**config.mk**
```make
export PLATFORM = sky130hd
export DESIGN_NAME = key_ctrl_flat
export DESIGN_NICKNAME = d
export VERILOG_FILES = /design/src/rtl/key_ctrl_if.sv /design/src/rtl/key_ctrl.sv /design/src/flat_wrapper.sv
export SDC_FILE = /design/constraint.sdc
export NUM_CORES = 1
export LEC_CHECK = 0
export ABC_AREA = 1
export CELL_PAD_IN_SITES_DETAIL_PLACEMENT = 0
export CELL_PAD_IN_SITES_GLOBAL_PLACEMENT = 2
export CORE_MARGIN = 4
export CORE_UTILIZATION = 36
export CTS_CLUSTER_SIZE = 8
export DETAILED_ROUTE_END_ITERATION = 12
export HOLD_SLACK_MARGIN = 0.08
export PLACE_DENSITY_LB_ADDON = 0.25
export SETUP_SLACK_MARGIN = 0.15
export SLEW_MARGIN = 25
export SYNTH_ARGS = -nofsm -noshare
export SYNTH_HDL_FRONTEND = slang
export SYNTH_SLANG_ARGS = --single-unit
export TNS_END_PERCENT = 5
```
**constraint.sdc**
```tcl
create_clock -name clk1k -period 1.8 [get_ports clk1k]
set_input_delay 0.36 -clock clk1k [delete_from_list [all_inputs] [get_ports clk1k]]
set_output_delay 0.36 -clock clk1k [all_outputs]
set_load 0.01 [all_outputs]
```
**src/rtl/key_ctrl_if.sv**
```systemverilog
// Key controller bus: raw push-button inputs and the counter-stage control outputs.
interface key_ctrl_if;
   logic key_run;
   logic key_clr;
   logic en;
   logic clr;
   logic busy;

   modport master (
      output key_run,
      output key_clr,
      input  en,
      input  clr,
      input  busy
   );

   modport slave (
      input  key_run,
      input  key_clr,
      output en,
      output clr,
      output busy
   );
endinterface

```
**src/rtl/key_ctrl.sv**
```systemverilog
// Front-panel key controller: synchronises and debounces the run and clear keys, then
// turns qualified presses into the counter's enable level and a one-cycle clear pulse.
module key_ctrl #(
   parameter int unsigned DEBOUNCE = 20,
   parameter int unsigned CW       = 8
) (
   input logic       clk1k,
   input logic       rst,
   key_ctrl_if.slave bus
);

   typedef enum logic [1:0] {StIdle, StPressWait, StPressed, StReleaseWait} state_e;

   localparam logic [CW-1:0] CntLast = CW'(DEBOUNCE - 1);

   // Index 0 is the run key, index 1 the clear key.
   logic [1:0]    r_sync1;
   logic [1:0]    r_sync2;
   state_e        r_state [2];
   logic [CW-1:0] r_cnt   [2];
   logic          r_en;
   logic          r_clr;

   logic [1:0]    w_key;
   logic [1:0]    w_press;
   logic [1:0]    w_wait;

   assign w_key = {bus.key_clr, bus.key_run};

   // Press fires on the edge that moves PRESS_WAIT to PRESSED, so en/clr land on that edge.
   always_comb begin
      w_press = '0;
      w_wait  = '0;
      for (int i = 0; i < 2; i++) begin
         w_press[i] = (r_state[i] == StPressWait) && r_sync2[i] && (r_cnt[i] == CntLast);
         w_wait[i]  = (r_state[i] == StPressWait) || (r_state[i] == StReleaseWait);
      end
   end

   always_ff @(posedge clk1k) begin
      if (rst) begin
         r_sync1 <= '0;
         r_sync2 <= '0;
         for (int i = 0; i < 2; i++) begin
            r_state[i] <= StIdle;
            r_cnt[i]   <= '0;
         end
         r_en  <= 1'b0;
         r_clr <= 1'b0;
      end else begin
         r_sync1 <= w_key;
         r_sync2 <= r_sync1;
         for (int i = 0; i < 2; i++) begin
            unique case (r_state[i])
               StIdle: begin
                  if (r_sync2[i]) begin
                     r_cnt[i]   <= '0;
                     r_state[i] <= StPressWait;
                  end
               end
               StPressWait: begin
                  if (!r_sync2[i]) begin
                     r_state[i] <= StIdle;
                  end else if (r_cnt[i] == CntLast) begin
                     r_state[i] <= StPressed;
                  end else begin
                     r_cnt[i] <= r_cnt[i] + CW'(1);
                  end
               end
               StPressed: begin
                  if (!r_sync2[i]) begin
                     r_cnt[i]   <= '0;
                     r_state[i] <= StReleaseWait;
                  end
               end
               StReleaseWait: begin
                  if (r_sync2[i]) begin
                     r_state[i] <= StPressed;
                  end else if (r_cnt[i] == CntLast) begin
                     r_state[i] <= StIdle;
                  end else begin
                     r_cnt[i] <= r_cnt[i] + CW'(1);
                  end
               end
               default: r_state[i] <= StIdle;
            endcase
         end
         // Clear outranks a simultaneous run toggle.
         r_clr <= w_press[1];
         if (w_press[1]) begin
            r_en <= 1'b0;
         end else if (w_press[0]) begin
            r_en <= ~r_en;
         end
      end
   end

   assign bus.en   = r_en;
   assign bus.clr  = r_clr;
   assign bus.busy = |w_wait;

endmodule

```
**src/flat_wrapper.sv**
```systemverilog
// flat-port wrapper written by rule: the top's interface ports become plain ports
module key_ctrl_flat 
#(
   parameter int unsigned DEBOUNCE = 20,
   parameter int unsigned CW       = 8
)
  (clk1k, rst, bus_key_run, bus_key_clr, bus_en, bus_clr, bus_busy);
  key_ctrl_if bus_i ();
  input logic clk1k;
  input logic rst;
  input wire logic [$bits(bus_i.key_run)-1:0] bus_key_run;
  input wire logic [$bits(bus_i.key_clr)-1:0] bus_key_clr;
  output wire logic [$bits(bus_i.en)-1:0] bus_en;
  output wire logic [$bits(bus_i.clr)-1:0] bus_clr;
  output wire logic [$bits(bus_i.busy)-1:0] bus_busy;
  assign bus_i.key_run = bus_key_run;
  assign bus_i.key_clr = bus_key_clr;
  assign bus_en = bus_i.en;
  assign bus_clr = bus_i.clr;
  assign bus_busy = bus_i.busy;
  key_ctrl #(.DEBOUNCE(DEBOUNCE), .CW(CW)) u_core (.clk1k(clk1k), .rst(rst), .bus(bus_i));
endmodule
```
## After elaboration in Yosys (flattened, before gate mapping)

Memory sizes are Yosys's and may differ from the RTL's.
Index checks and enable logic that the tools add are counted.
Widths: inputs -> output; s select.

- Register bits: 6
- RAM bits: 20
- Input port bits: 4
- Output and inout port bits: 3
- Word-level logic and storage cells: 133
- Memories: 2

- Add/subtract/negate cells: 2
- Equality and inequality tests: 8
- Multiplexer cells: 86
- Bitwise logic cells: 21
- Reductions and logical operators: 10

Memories:

| name | words | bits a word | read ports | clocked after memory_dff | write ports | line | source |
|---|---|---|---|---|---|---|---|
| u_core.r_cnt | 2 | 8 | 2 | 0 | 2 | key_ctrl.sv:20 | `logic [CW-1:0] r_cnt [2];` |
| u_core.r_state | 2 | 2 | 2 | 0 | 2 | key_ctrl.sv:19 | `state_e r_state [2];` |

Operators by type and width:

| cell | count |
|---|---|
| $mux 1 | 66 |
| $mux 8 | 8 |
| $mux 2 | 12 |
| $or 1x1->1 | 20 |
| $add 8x1->8 const B | 2 |
| $eq 8x5->1 const B | 2 |
| $eq 2x2->1 const B | 4 |
| $eq 2x1->1 const B | 2 |
| $logic_and 1x1->1 | 4 |
| $logic_not 2->1 | 2 |
| $reduce_or 2->1 | 2 |
| $logic_or 1x1->1 | 2 |
| $not 1->1 | 1 |

## Logic depth before layout (Yosys ltp)

- Depth in word-level cells: 10
- Mapped depth: 10

## Worst setup path before layout

OpenSTA, ideal clock, no wires.

- Kind: reg2reg
- From: memory u_core.r_cnt[1][0]
- To: memory u_core.r_cnt[1][0], enable pin
- Library setup time: 0.329 ns
- Arrival: 1.267 ns
- Required time: 1.471 ns
- Slack: 0.204 ns
- Stages on the path, launching flop included: 9
- Clock period less this slack: 1.596 ns
- Cells stage by stage: edfxtp_1 > ha_1 > nand2_1 > nor2_1 > nand2_1 > nand3_1 > nand2_1 > inv_1 > nand2_1

RTL lines:

| element | line |
|---|---|
| start, declared | key_ctrl.sv:20 |

==> results_dict.tcl <==
set metrics [dict create \
    grt_max_degree 15 \
    cp_cell_sequence "inv_1 > nand2_1 > nor2_4 > nand2_2 > o21bai_1 > nand2_1 > inv_2 > nand2_2 > buf_12" \
    grt_pass1_wl_um 4416 \
    cts_made_buffers 3 \
    gr-total-overflow 0 \
    instances_no_fill 251 \
    initial_core_util_pct 37.15 \
    dp_cells 240 \
    fin_area_mm2 0.001809 \
    min_period_ps 1566 \
    hpwl_um 2069 \
    synth_top_area_cell "edfxtp_1" \
    clock-sinks 26 \
    cpPeakStageDelay_ps 440 \
    wl_met1_um 1301 \
    highest_layer "met4" \
    critPathKind "register to register" \
    cpMaxStageDelayCell "edfxtp_1" \
    netlist_instances 174 \
    syn_avg_cell_area_um2 8.478 \
    cts_max_level 1 \
    setup_viol 0 \
    synth_area_mm2 0.001475 \
    numPortBuffers 6 \
    met2_wirelength_um 1261 \
    antenna_found_initial 0 \
    report.final.slew_viol_count 0 \
    avgViaCountPerCell 4.518 \
    worst_clock_skew_ps 5.221 \
    slew_headroom_pct 82.74 \
    clk_pin_slew_worst_paths_ps 90 \
    cp_max_fo 8 \
    tritoncts "built" \
    ys_seq_elements 26 \
    ys_seq_area_share_pct 48.85 \
    cp-start-kind "register" \
    ios 7 \
    rows 23 \
    routed_wirelength_um 2652 \
    avgRoutedWirePerCell_um 10.57 \
    r2r_slack_ps 230 \
    hold_violations 0 \
    peakVddDrop_uv 501.5 \
    p_per_area_mw_per_mm2 775.3 \
    detail-route-antenna-nets 0 \
    die_area_mm2 0.005186 \
    routed-wl-met3_um 52 \
    syn-num-nets 180 \
    initialDrtViolationCount 22 \
    worstPathBufferInverterCount 3 \
    finalCritPeriodShare_pct 87.01 \
    synth_cell_types 26 \
    core_mm2 0.003971 \
    min_path_type "register to register" \
    crit_arrival_ps 1620 \
    timing.fmax_ghz 0.6385 \
    finalPower_mw 1.403 \
    die_w_um 72.02 \
    drc 0 \
    worst_slew_pin_slew_ps 256.9 \
    cp-end-kind "register" \
    synth_top_area_share_pct 40.71 \
    worstPathRequired_ps 1850 \
    grt_pass1_vias 1062 \
    max-cap-violations 0 \
    syn2layout_area_growth_pct 22.65 \
    status "finished, final reports clean" \
    critPathTopFamily "simple AND/OR/NAND/NOR gates" \
    p_leak_nw 0.7765 \
    fin_nets 208 \
    fp.dieH_um 72.02 \
    clk_latency_ps 270 \
    ys.warnings.count 0 \
    root_buffer "clkbuf_8" \
    vias 1134 \
    dpl_cell_area_mm2 0.001682 \
    cts.path.max_buffers 2 \
    grt_usage_pct 10.85 \
    synthTopCellsByArea "edfxtp_1 41%, nor2_1 8.7%, dfxtp_1 8.1%" \
    fillers 408 \
    drive_gt1_share_pct 21.89 \
    rsz0062_at_grt "true" \
    detail_route.first_pass.iterations 4 \
    diodes 0 \
    place.gp.congestion 0.7855 \
    fin_tns_setup_ps 0 \
]
worst min-delay path: cells and delay by family (launching register included):
kind	cells	cell delay [ps]
buffers and inverters	1	40
flip-flops	1	300
AND/OR/NAND/NOR	1	30
synth_stat cells:
library cell,count
nor2_1,34
nand2_1,32
inv_1,27
edfxtp_1,20
nand3_1,13
xor2_1,7
dfxtp_1,6
nor2_2,5
nor3_1,4
nor2_4,3
a21oi_1,2
ha_1,2
nand2_2,2
nand2_4,2
nand4_1,2
nor3b_1,2
xnor2_1,2
buf_6,1
inv_6,1
nand3_2,1
nand3b_1,1
o211ai_1,1
o21ai_0,1
o21bai_1,1
o2bb2ai_2,1
or2_0,1
metal layers:
| metal | vias to the layer above | track usage (%) |
|---|---|---|
| met1 | 513 | 13.58 |
| met4 | 0 | 3.758 |
| met3 | 5 | 2.493 |
| met2 | 9 | 18.37 |
| met5 | - | 0 |
| li1 | 607 | - |
where the power goes:
group | switching [mW] | internal [mW]
sequential | 0.0476 | 0.717
clock | 0.185 | 0.153
combinational | 0.168 | 0.133
stage by stage:
| step | util, % | setup slack, ps | hold slack (ps) |
|---|---|---|---|
| final | 45.56 | 233.9 | 406.7 |
| after detailed placement | 42.34 | -183.4 | 399.2 |
| after CTS | 43.95 | 97.00 | 412.6 |
| after global routing | 45.56 | 87.65 | 448.7 |
| after floorplan | - | 204.3 | 388.3 |
| after global placement | 42.34 | -170.5 | 392.2 |
layout by cell type (no fill, tap or decap), drive strengths merged:
cell type      count
nor2              42
nand2             36
inv               28
edfxtp            20
buf               18
nand3             14
xor2               7
dfxtp              6
nor3               4
clkdlybuf4s50      4
clkbuf             3
xnor2              2
a21oi              2
nand4              2
nor3b              2
ha                 2
o2bb2ai            1
o21bai             1
o21ai              1
o211ai             1
or2                1
nand3b             1
clkinv             1
dlymetal6s2s       1
dlygate4sd2        1
cell type report:
class / instances / area (um^2) / area share, %
Clock buffer: 3 / 41.29 / 2.282
Clock inverter: 1 / 3.754 / 0.2075
Inverter: 28 / 110.1 / 6.086
Multi-Input combinational cell: 119 / 658.1 / 36.38
Sequential cell: 26 / 720.7 / 39.83
Tap cell: 50 / 62.56 / 3.458
Timing Repair Buffer: 24 / 212.7 / 11.76
flip-flops by register name, indices dropped and copies added (netlist names):
register	count
u_core.r_state	4
u_core.bus.clr	1
u_core.r_sync1	2
u_core.r_sync2	2
u_core.r_cnt	16
u_core.bus.en	1
final timing paths:
check                      from                  to  cells past startpoint
max reg2reg  u_core.r_cnt[1][2]  u_core.r_cnt[1][7]                      9
min reg2reg   u_core.r_sync1[1]   u_core.r_sync2[1]                      2
min           u_core.r_sync1[1]   u_core.r_sync2[1]                      2
max          u_core.r_cnt[1][2]  u_core.r_cnt[1][7]                      9
cell families (layout without fill, tap and decap cells):
logic type               after synthesis  count (layout)  synth area share, %
AND/OR/NAND/NOR                      102             102                32.82
buffers and inverters                 29              56                8.228
flip-flops                            26              26                48.86
XOR/XNOR                               9               9                5.344
AO/OA/AOI/OAI                          6               6                3.053
adder cells (fa/ha/maj)                2               2                1.696
timing repair:
item,in CTS,in global routing
buffers inserted,2,5
endpoints found under the setup margin,17,22
pin swaps,0,5
resized for setup,4,9
cloned,0,0
hold buffers,0,0
Power figures use the tool's default switching activity.
